==> config.mk <==
export PLATFORM = sky130hd
export DESIGN_NAME = step_pulse_gen
export DESIGN_NICKNAME = d
export VERILOG_FILES = /design/src/rtl/step_pulse_gen_pkg.sv /design/src/rtl/step_pulse_gen_step_rate_div.sv /design/src/rtl/step_pulse_gen.sv
export SDC_FILE = /design/constraint.sdc
export NUM_CORES = 1
export LEC_CHECK = 0
export CORE_MARGIN = 8
export CORE_UTILIZATION = 50
export CTS_BUF_LIST = sky130_fd_sc_hd__clkbuf_4
export DETAILED_ROUTE_END_ITERATION = 8
export PLACE_DENSITY = 0.76
export SLEW_MARGIN = 20
export SYNTH_ARGS = -nofsm -noshare
export SYNTH_HDL_FRONTEND = slang
export SYNTH_HIERARCHICAL = 1
export SYNTH_SLANG_ARGS = --single-unit
==> constraint.sdc <==
create_clock -name clk -period 8.38 [get_ports clk]
set_input_delay 2.095 -clock clk [delete_from_list [all_inputs] [get_ports clk]]
set_output_delay 2.095 -clock clk [all_outputs]
set_load 0.01 [all_outputs]
==> src/rtl/step_pulse_gen_pkg.sv <==
// Shared stepper definitions: controller state encoding and the step-period constant function.
package step_pulse_gen_pkg;

    typedef enum logic [1:0] {
        ST_IDLE = 2'd0,
        ST_RUN  = 2'd1,
        ST_MOVE = 2'd2
    } state_t;

    // Cycles per step for a speed code; 0 for the stop code. Elaboration-time use only.
    function automatic int unsigned period_cycles(
        input int unsigned clk_hz,
        input int unsigned rpm_step,
        input int unsigned steps_per_rev,
        input int unsigned code,
        input logic        half
    );
        longint unsigned p;
        p = 64'd0;
        if (code != 0) begin
            p = (64'(clk_hz) * 64'd60) / (64'(code) * 64'(rpm_step) * 64'(steps_per_rev));
        end
        if (half) begin
            p = p / 64'd2;
        end
        return 32'(p);
    endfunction

endpackage

==> src/rtl/step_pulse_gen_step_rate_div.sv <==
// Step-rate divider: counts active cycles and flags the cycle that completes a period.
module step_rate_div #(
    parameter int unsigned CNT_W = 27
) (
    input  logic             clk,
    input  logic             resetb,
    input  logic             clear,
    input  logic             en,
    input  logic [CNT_W-1:0] period,
    output logic             tick_c
);

    logic [CNT_W-1:0] cnt;

    // >= so that a shorter period selected mid-count fires at once
    assign tick_c = en && (cnt >= period - CNT_W'(1));

    always_ff @(posedge clk or negedge resetb) begin
        if (!resetb) begin
            cnt <= '0;
        end else if (clear) begin
            cnt <= '0;
        end else if (en) begin
            cnt <= tick_c ? '0 : cnt + CNT_W'(1);
        end
    end

endmodule

==> src/rtl/step_pulse_gen.sv <==
// Stepper step-pulse generator: continuous RUN or counted MOVE, with direction,
// busy/done handshake, abort and a wrapping rotor position in half-step units.
module step_pulse_gen
    import step_pulse_gen_pkg::*;
#(
    parameter int unsigned CLK_HZ        = 50_000_000,
    parameter int unsigned STEPS_PER_REV = 200,
    parameter int unsigned RPM_STEP      = 10,
    parameter int unsigned SPEED_W       = 3,
    parameter int unsigned CNT_W         = 27,
    parameter int unsigned MOVE_W        = 10
) (
    input  logic                                   clk,
    input  logic                                   resetb,
    input  logic [SPEED_W-1:0]                     speed,
    input  logic                                   half_step,
    input  logic                                   dir,
    input  logic                                   run_en,
    input  logic                                   start,
    input  logic [MOVE_W-1:0]                      move_steps,
    input  logic                                   abort,
    output logic                                   step_pulse,
    output logic                                   dir_out,
    output logic                                   busy,
    output logic                                   done,
    output logic [$clog2(2*STEPS_PER_REV)-1:0]     pos
);

    localparam int          NCODE   = 1 << SPEED_W;
    localparam int unsigned POS_MOD = 2 * STEPS_PER_REV;
    localparam int unsigned PW      = $clog2(POS_MOD);

    state_t            state;
    logic [MOVE_W-1:0] rem;
    logic              mv_half;
    logic              mv_dir;

    logic [CNT_W-1:0]  per_full [NCODE];
    logic [CNT_W-1:0]  per_half [NCODE];

    logic              speed_nz;
    logic              half_sel;
    logic              dir_sel;
    logic              div_en;
    logic              div_clear;
    logic              tick;
    logic [CNT_W-1:0]  period;
    logic [PW-1:0]     delta;
    logic [PW-1:0]     pos_nx;

    // Constant period table per speed code
    for (genvar k = 0; k < NCODE; k++) begin : g_period
        assign per_full[k] = CNT_W'(period_cycles(CLK_HZ, RPM_STEP, STEPS_PER_REV, k, 1'b0));
        assign per_half[k] = CNT_W'(period_cycles(CLK_HZ, RPM_STEP, STEPS_PER_REV, k, 1'b1));
    end

    always_comb begin
        speed_nz = (speed != '0);
        half_sel = (state == ST_MOVE) ? mv_half : half_step;
        dir_sel  = (state == ST_MOVE) ? mv_dir  : dir;
        period   = half_sel ? per_half[speed] : per_full[speed];

        // A MOVE with rem==0 is the cycle its last pulse is visible; no further counting
        div_en    = ((state == ST_RUN)  && run_en && speed_nz) ||
                    ((state == ST_MOVE) && !abort && speed_nz && (rem != '0));
        div_clear = (state == ST_IDLE) ||
                    ((state == ST_RUN)  && !div_en) ||
                    ((state == ST_MOVE) && (abort || (rem == '0)));

        delta = half_sel ? PW'(1) : PW'(2);
        if (dir_sel) begin
            pos_nx = (pos < delta) ? pos + PW'(POS_MOD) - delta : pos - delta;
        end else begin
            pos_nx = (pos >= PW'(POS_MOD) - delta) ? pos + delta - PW'(POS_MOD) : pos + delta;
        end
    end

    step_rate_div #(
        .CNT_W (CNT_W)
    ) u_div (
        .clk    (clk),
        .resetb (resetb),
        .clear  (div_clear),
        .en     (div_en),
        .period (period),
        .tick_c (tick)
    );

    always_ff @(posedge clk or negedge resetb) begin
        if (!resetb) begin
            state      <= ST_IDLE;
            rem        <= '0;
            mv_half    <= 1'b0;
            mv_dir     <= 1'b0;
            step_pulse <= 1'b0;
            dir_out    <= 1'b0;
            busy       <= 1'b0;
            done       <= 1'b0;
            pos        <= '0;
        end else begin
            step_pulse <= tick;
            done       <= 1'b0;
            if (tick) begin
                pos <= pos_nx;
            end

            case (state)
                ST_IDLE: begin
                    if (run_en && speed_nz) begin
                        state   <= ST_RUN;
                        busy    <= 1'b1;
                        dir_out <= dir;
                    end else if (start) begin
                        if (move_steps == '0) begin
                            done <= 1'b1;
                        end else if (speed_nz) begin
                            state   <= ST_MOVE;
                            busy    <= 1'b1;
                            rem     <= move_steps;
                            mv_half <= half_step;
                            mv_dir  <= dir;
                            dir_out <= dir;
                        end
                    end
                end
                ST_RUN: begin
                    dir_out <= dir;
                    if (!run_en || !speed_nz) begin
                        state <= ST_IDLE;
                        busy  <= 1'b0;
                    end
                end
                ST_MOVE: begin
                    if (abort) begin
                        state <= ST_IDLE;
                        busy  <= 1'b0;
                    end else if (rem == '0) begin
                        state <= ST_IDLE;
                        busy  <= 1'b0;
                        done  <= 1'b1;
                    end else if (tick) begin
                        rem <= rem - MOVE_W'(1);
                    end
                end
                default: begin
                    state <= ST_IDLE;
                    busy  <= 1'b0;
                end
            endcase
        end
    end

endmodule

* Word-level counts from Yosys, hierarchy flattened
Memory sizes are Yosys's and may differ from the RTL's.
Index checks and enable logic that the tools add are counted.
Widths: inputs -> output; s select.
** Operators by class
- Add/sub/neg operators :: 9
- Magnitude comparators :: 4
- Equal/unequal tests :: 14
- Mux-type cells :: 49
- Bitwise operators :: 3
- Reduce and logical (&&, ||, !) cells :: 30
** Operator list (count)
- $mux 27 :: 8
- $mux 10 :: 7
- $add 27x1->27 const B :: 1
- $ge 27x27->1 :: 1
- $mux 9 :: 3
- $sub 27x1->27 const B :: 1
- $logic_not 10->1 :: 2
- $pmux 10 s2 :: 1
- $mux 1 :: 18
- $sub 9x2->9 :: 2
- $mux 2 :: 8
- $ne 2x2->1 const B :: 7
- $reduce_and 5->1 :: 2
- $reduce_bool 10->1 :: 1
- $sub 10x1->10 const B :: 1
- $add 9x2->9 :: 1
- $add 9x9->9 const B :: 1
- $ge 9x9->1 :: 1
- $logic_and 1x1->1 :: 9
- $lt 9x2->1 :: 1
- $ne 3x2->1 const B :: 3
- $sub 8x3->9 const A :: 1
- $sub 9x9->9 const B :: 1
- $reduce_and 8->1 :: 1
- other kinds (16) :: 27
** Storage, ports and cells
- Register bits after elaboration :: 54
- Bits in read-only memories :: 432
- Input bits :: 20
- Output and inout bits :: 13
- Word-level logic and storage cells :: 121
- Memories :: 2
** Memory list
- (name not given) :: words 8, bits a word 27, read ports 1, clocked after Yosys merged registers in 0, wr ports 0, line step_pulse_gen.sv:61 : period = half_sel ? per_half[speed] : per_full[speed];
- (name not given) :: words 8, bits a word 27, read ports 1, clocked after Yosys merged registers in 0, wr ports 0, line step_pulse_gen.sv:61

* Longest topological paths before layout
- Depth in word-level cells :: 12
- Gate-level depth with buffers :: 31
- Mapped depth without buffers :: 26

* Cells and area by module
Netlist, hierarchy kept.
** Modules (own cells, without submodules)
- step_pulse_gen :: instances 1, cells each 392, area each 3100.5 µm², sequential area each 675.6 µm²
- step_rate_div :: instances 1, cells each 336, area each 2652.5 µm², sequential area each 675.6 µm²

* Least setup slack after synthesis
No wires, ideal clock.
- Path kind :: in2reg
- From :: input half_step
- To :: register pos[6]
- Setup time :: 0.090 ns
- Arrival :: 7.778 ns
- Slack :: 0.512 ns
- Cell stages on the path :: 21
- Path buffers :: 4
- Cells stage by stage :: a21oi_1 -> clkbuf_1 -> buf_2 -> o21ai_0 -> or4_4 -> or3_4 -> or3_4 -> or4_4 -> nor2_1 -> xnor2_1 -> ha_1 -> nand4_1 -> nor4_1 -> nor4b_2 -> nor2_1 -> clkbuf_1 -> nor2_1 -> clkbuf_1 -> inv_1 -> or4_1 -> o2111ai_1
** Between the ends
- Elaborated cells on any way between the ends :: 16
- Those cells by class :: add/sub (6); order compare (3); mux (6); reduce/logical (1)
** RTL lines
- start: declaration :: line step_pulse_gen.sv:16 : input logic half_step,
- $mux 1 :: line step_pulse_gen.sv:59 : half_sel = (state == ST_MOVE) ? mv_half : half_step;
- $mux 27 :: line step_pulse_gen.sv:61
- via period[9] :: line step_pulse_gen.sv:47 : logic [CNT_W-1:0] period;
- $sub 27x1->27 :: line step_pulse_gen_step_rate_div.sv:16 : assign tick_c = en && (cnt >= period - CNT_W'(1));
- $ge 27x27->1 :: line step_pulse_gen_step_rate_div.sv:16
- $logic_and 1x1->1 :: line step_pulse_gen_step_rate_div.sv:16
- via tick :: line step_pulse_gen.sv:46 : logic tick;
- end signal: assignment :: line step_pulse_gen.sv:104 : pos <= pos_nx;
- end: declaration :: line step_pulse_gen.sv:26 : output logic [$clog2(2*STEPS_PER_REV)-1:0] pos
The timed path passes the listed nets, and every way through them passes these cells.
A chain may end at the register's enable or synchronous reset.

* Worst setup path in the final report
- From :: input speed[1]
- To :: register pos[6]
** Between the ends
- Longest elaborated chain between the ends :: 8
- Elaborated cells on any way between the ends :: 16
- Those cells by class :: add/sub (1); order compare (1); mux (5); bitwise (1); reduce/logical (6); memory (2)
** Ends and longest elaborated chain
- start: declaration :: line step_pulse_gen.sv:15 : input logic [SPEED_W-1:0] speed,
- $not 3->4 (implied by the code) (*) :: line step_pulse_gen.sv:61
- $mem_v2 8x27
- $mux 27 (implied by the code) (2 in series) :: line step_pulse_gen.sv:61
- $mux 27 (*) :: line step_pulse_gen.sv:61
- via period[11] :: line step_pulse_gen.sv:47
- $sub 27x1->27 (*) :: line step_pulse_gen_step_rate_div.sv:16
- $ge 27x27->1 (*) :: line step_pulse_gen_step_rate_div.sv:16
- $logic_and 1x1->1 (*) :: line step_pulse_gen_step_rate_div.sv:16
- via tick :: line step_pulse_gen.sv:46
Mark *: on every way through the listed nets, which the timed path passes. The rest lies on a longest branch. The select of a mux whose other input is x is not followed.

==> flow_metrics.env <==
export IMPL_status="complete, no violations"
export IMPL_ys_warn_count=6
export IMPL_rsz0062_at_grt="false"
export IMPL_drive_above_1_share_pct=8.38
export IMPL_p_sw_w=0.000243
export IMPL_port_buffers=32
export IMPL_yosys_top_cells_area="dfrtp_1 (23%), ha_1 (13%), a21oi_1 (5.3%), nand2_1 (4.7%), o21ai_0 (4.6%)"
export IMPL_cts_resized=0
export IMPL_clock_path_buffers=2
export IMPL_fin_util_pct=55.7
export IMPL_grt_use_met2_pct=32.6
export IMPL_drt_iter0_drc=440
export IMPL_layout_setup_ws_ps=839
export IMPL_gp_congestion=0.892
export IMPL_top_usage_layer="met2"
export IMPL_drc=0
export IMPL_clk_pin_slew_ps=180
export IMPL_seq_area_frac_synth_pct=23.5
export IMPL_yosys_area_top_type="dfrtp_1"
export IMPL_required_ps=8710
export IMPL_drt_antenna_violating_nets=0
export IMPL_vias_per_cell=6.11
export IMPL_power_leakage_nw=2.59
export IMPL_fin_skew_ps=28.8
export IMPL_fin_crit_ps=7540
export IMPL_core_um2=11300
export IMPL_p_seq_share_pct=46.8
export IMPL_yosysUniqueCellTypes=86
export IMPL_htreeDepth=2
export IMPL_powerDensity_nw_per_um2=102
export IMPL_track_usage_pct=19.9
export IMPL_seq_area_um2=1350
export IMPL_achievable_frequency_mhz=133
export IMPL_max_slew_worst_pin_slew_ps=733
export IMPL_post_route_period_util_pct=90.0
export IMPL_fill_cells=1044
export IMPL_setup_viol=0
export IMPL_final_cell_mix="nand2_1 (72), a21oi_1 (61), ha_1 (59)"
export IMPL_cts_made_buffers=5
export IMPL_pwr_share_comb_pct=32.9
export IMPL_synth_seq_cells=54
export IMPL_synth_top_cell_area_share_pct=23.5
export IMPL_grt_pass1_wl_um=25100
export IMPL_vias=5551
export IMPL_startpoint_type="input pin"
export IMPL_maxCapViolations=0
export IMPL_antenna_found_initial=0
export IMPL_dieHeight_um=123
export IMPL_multiInputGateArea_um2=4180
export IMPL_hold_viol=0
export IMPL_syn_avg_cell_area_um2=7.90
export IMPL_finalHoldWorstSlack_ps=540
export IMPL_relSlewSlack_pct=50.7
export IMPL_cts_root_buf="clkbuf_4"
export IMPL_core_rowCount=39
export IMPL_crit_fanout=21
export IMPL_hp_class="register to register"
export IMPL_overflow=0
export IMPL_insertion_delay_ps=410
export IMPL_grt_max_degree=55
export IMPL_power_w=0.000641
export IMPL_slew_violations=0
export IMPL_fin_nets=844
export IMPL_wirelength_um=15000
export IMPL_syn_instance_count=728
export IMPL_start_util_pct=50.8
export IMPL_final_common_cell="nand2_1"
export IMPL_dp_hpwl_um=11300
export IMPL_use_met3_pct=2.42
export IMPL_clock_sinks=54
export IMPL_grt_pass1_vias=5245
export IMPL_synth_enable_flop_cells=0
export IMPL_dieArea_um2=15200
export IMPL_cts_hold_buf=0
export IMPL_ir_drop_v=0.0000692
export IMPL_grt_util_met1_pct=27.6
export IMPL_pwr_share_clk_pct=20.3
export IMPL_pre_cts_slack_ps=390
export IMPL_setup_tns_ps=0
export IMPL_post_cts_setup_buffer_count=0
export IMPL_dr_pass1_iters=5
export IMPL_ys_flop_type="dfrtp_1"
export IMPL_min_delay_path_depth=1
export IMPL_swShare_pct=37.8
export IMPL_cts_tree="done"
export IMPL_async_flop_share_pct=100
export IMPL_mappedNetlistArea_um2=5750
export IMPL_avgRoutedWirePerCell_um=16.5
export IMPL_cp_end_kind="register"
export IMPL_num_io_pins=33
export IMPL_areaGrowthSynthToFinish_pct=9.61
export IMPL_reg2reg_depth=21
export IMPL_internal_power_w=0.000399
export IMPL_cp_arrival_ps=7880
export IMPL_path_class="input pin to register"
export IMPL_die_w_um=123
## worst max-delay path: stages
cell and delay (ps):
clkdlybuf4s50_1 570, inv_1 180, ha_1 310, nand2_1 110
o21ai_0 80, nand2_1 70, o21ai_0 120, or4_4 570
or3_4 360, or3_4 400, or4_4 450, nor2_1 160
xnor2_1 80, ha_1 320, nand4_1 160, nor4_1 360
nor4b_2 350, nor2_2 80, nor2_1 110, buf_4 280
inv_1 80, or4_1 500, o2111ai_1 100
## metrics by stage
step | area [µm²] | cells
finish | 6310 | 908
global route | 6300 | 907
CTS | 6300 | 907
detailed placement | 6240 | 899
global placement | 6240 | 899
floorplan | 5820 | 745
## layout make-up
class	instances	share of cell area, %
tap	143	2.84
sequential	54	21.4
timing repair buffer	44	6.43
clock inverter	3	0.377
multi-input combinational	625	66.3
clock buffer	5	0.595
antenna	1	0.0397
inverter	33	1.96
## power by group through the flow
stage	Sequential (W)	Clock, W	Combinational, W
global placement	0.000303	0	0.000202
CTS	0.000299	0.000132	0.000210
finish	0.000300	0.000130	0.000211
floorplan	0.000298	0	0.000154
global route	0.000303	0.000141	0.000237
detailed placement	0.000304	0	0.000209
## cells by family (layout without fill, tap and decap cells)
family          after synthesis  after routing  share of synthesized area, %
other cells                   1             19                        0.0652
flops                        54             54                          23.5
buf+inv                      66             85                          5.00
mux                           9              9                          1.74
compound gates              205            205                          23.1
xor+xnor                     35             35                          5.33
fa+ha+maj                    61             61                          13.5
simple gates                297            297                          27.7
## synth_stat cells (4+ instances only)
cell type and count:
a21oi_1 61, nand4b_1 5, nor4_1 18, or3_1 5
a31oi_1 14, inv_1 32, or2_2 4, or4_1 4
xor2_1 5, o21a_1 4, o21ai_0 53, a22oi_1 6
nand2_1 72, nor2b_1 12, nor3b_1 6, o31ai_1 8
ha_1 59, a21boi_0 4, a31o_2 4, xnor2_1 30
a211oi_1 7, dfrtp_1 54, and3_1 10, nand4_1 10
clkbuf_1 22, a21o_1 4, buf_4 4, nand2b_1 6
nor3_1 24, nor2_1 58, nand3_1 33, mux2_2 5
## path summary, 6_finish.rpt
path | start | to | slack (ps)
worst max-delay path | speed[1] | pos[6] | 840
worst min-delay path | u_div/cnt[26] | u_div/cnt[26] | 540
worst max register to register | state[1] | pos[6] | 2200
worst min register to register | u_div/cnt[26] | u_div/cnt[26] | 540
max in group asynchronous | resetb | u_div/cnt[25] | 6090
min in group asynchronous | resetb | rem[7] | 1790
## sequential cells by signal, indices dropped and copies added (netlist names)
| register | flops |
|---|---|
| rem | 10 |
| dir_out | 1 |
| step_pulse | 1 |
| busy | 1 |
| state | 2 |
| mv_dir | 1 |
| pos | 9 |
| u_div/cnt | 27 |
| mv_half | 1 |
| done | 1 |
## layer usage
layer  share of wire [%]  wire (µm)  up-vias
met4                0.93        140        0
li1                    -          -     2734
met1                  46       6950     2629
met2                  46       6850      174
met3                 6.9       1040       14
met5                   0          0        -
(Power assumes the default switching activity.)
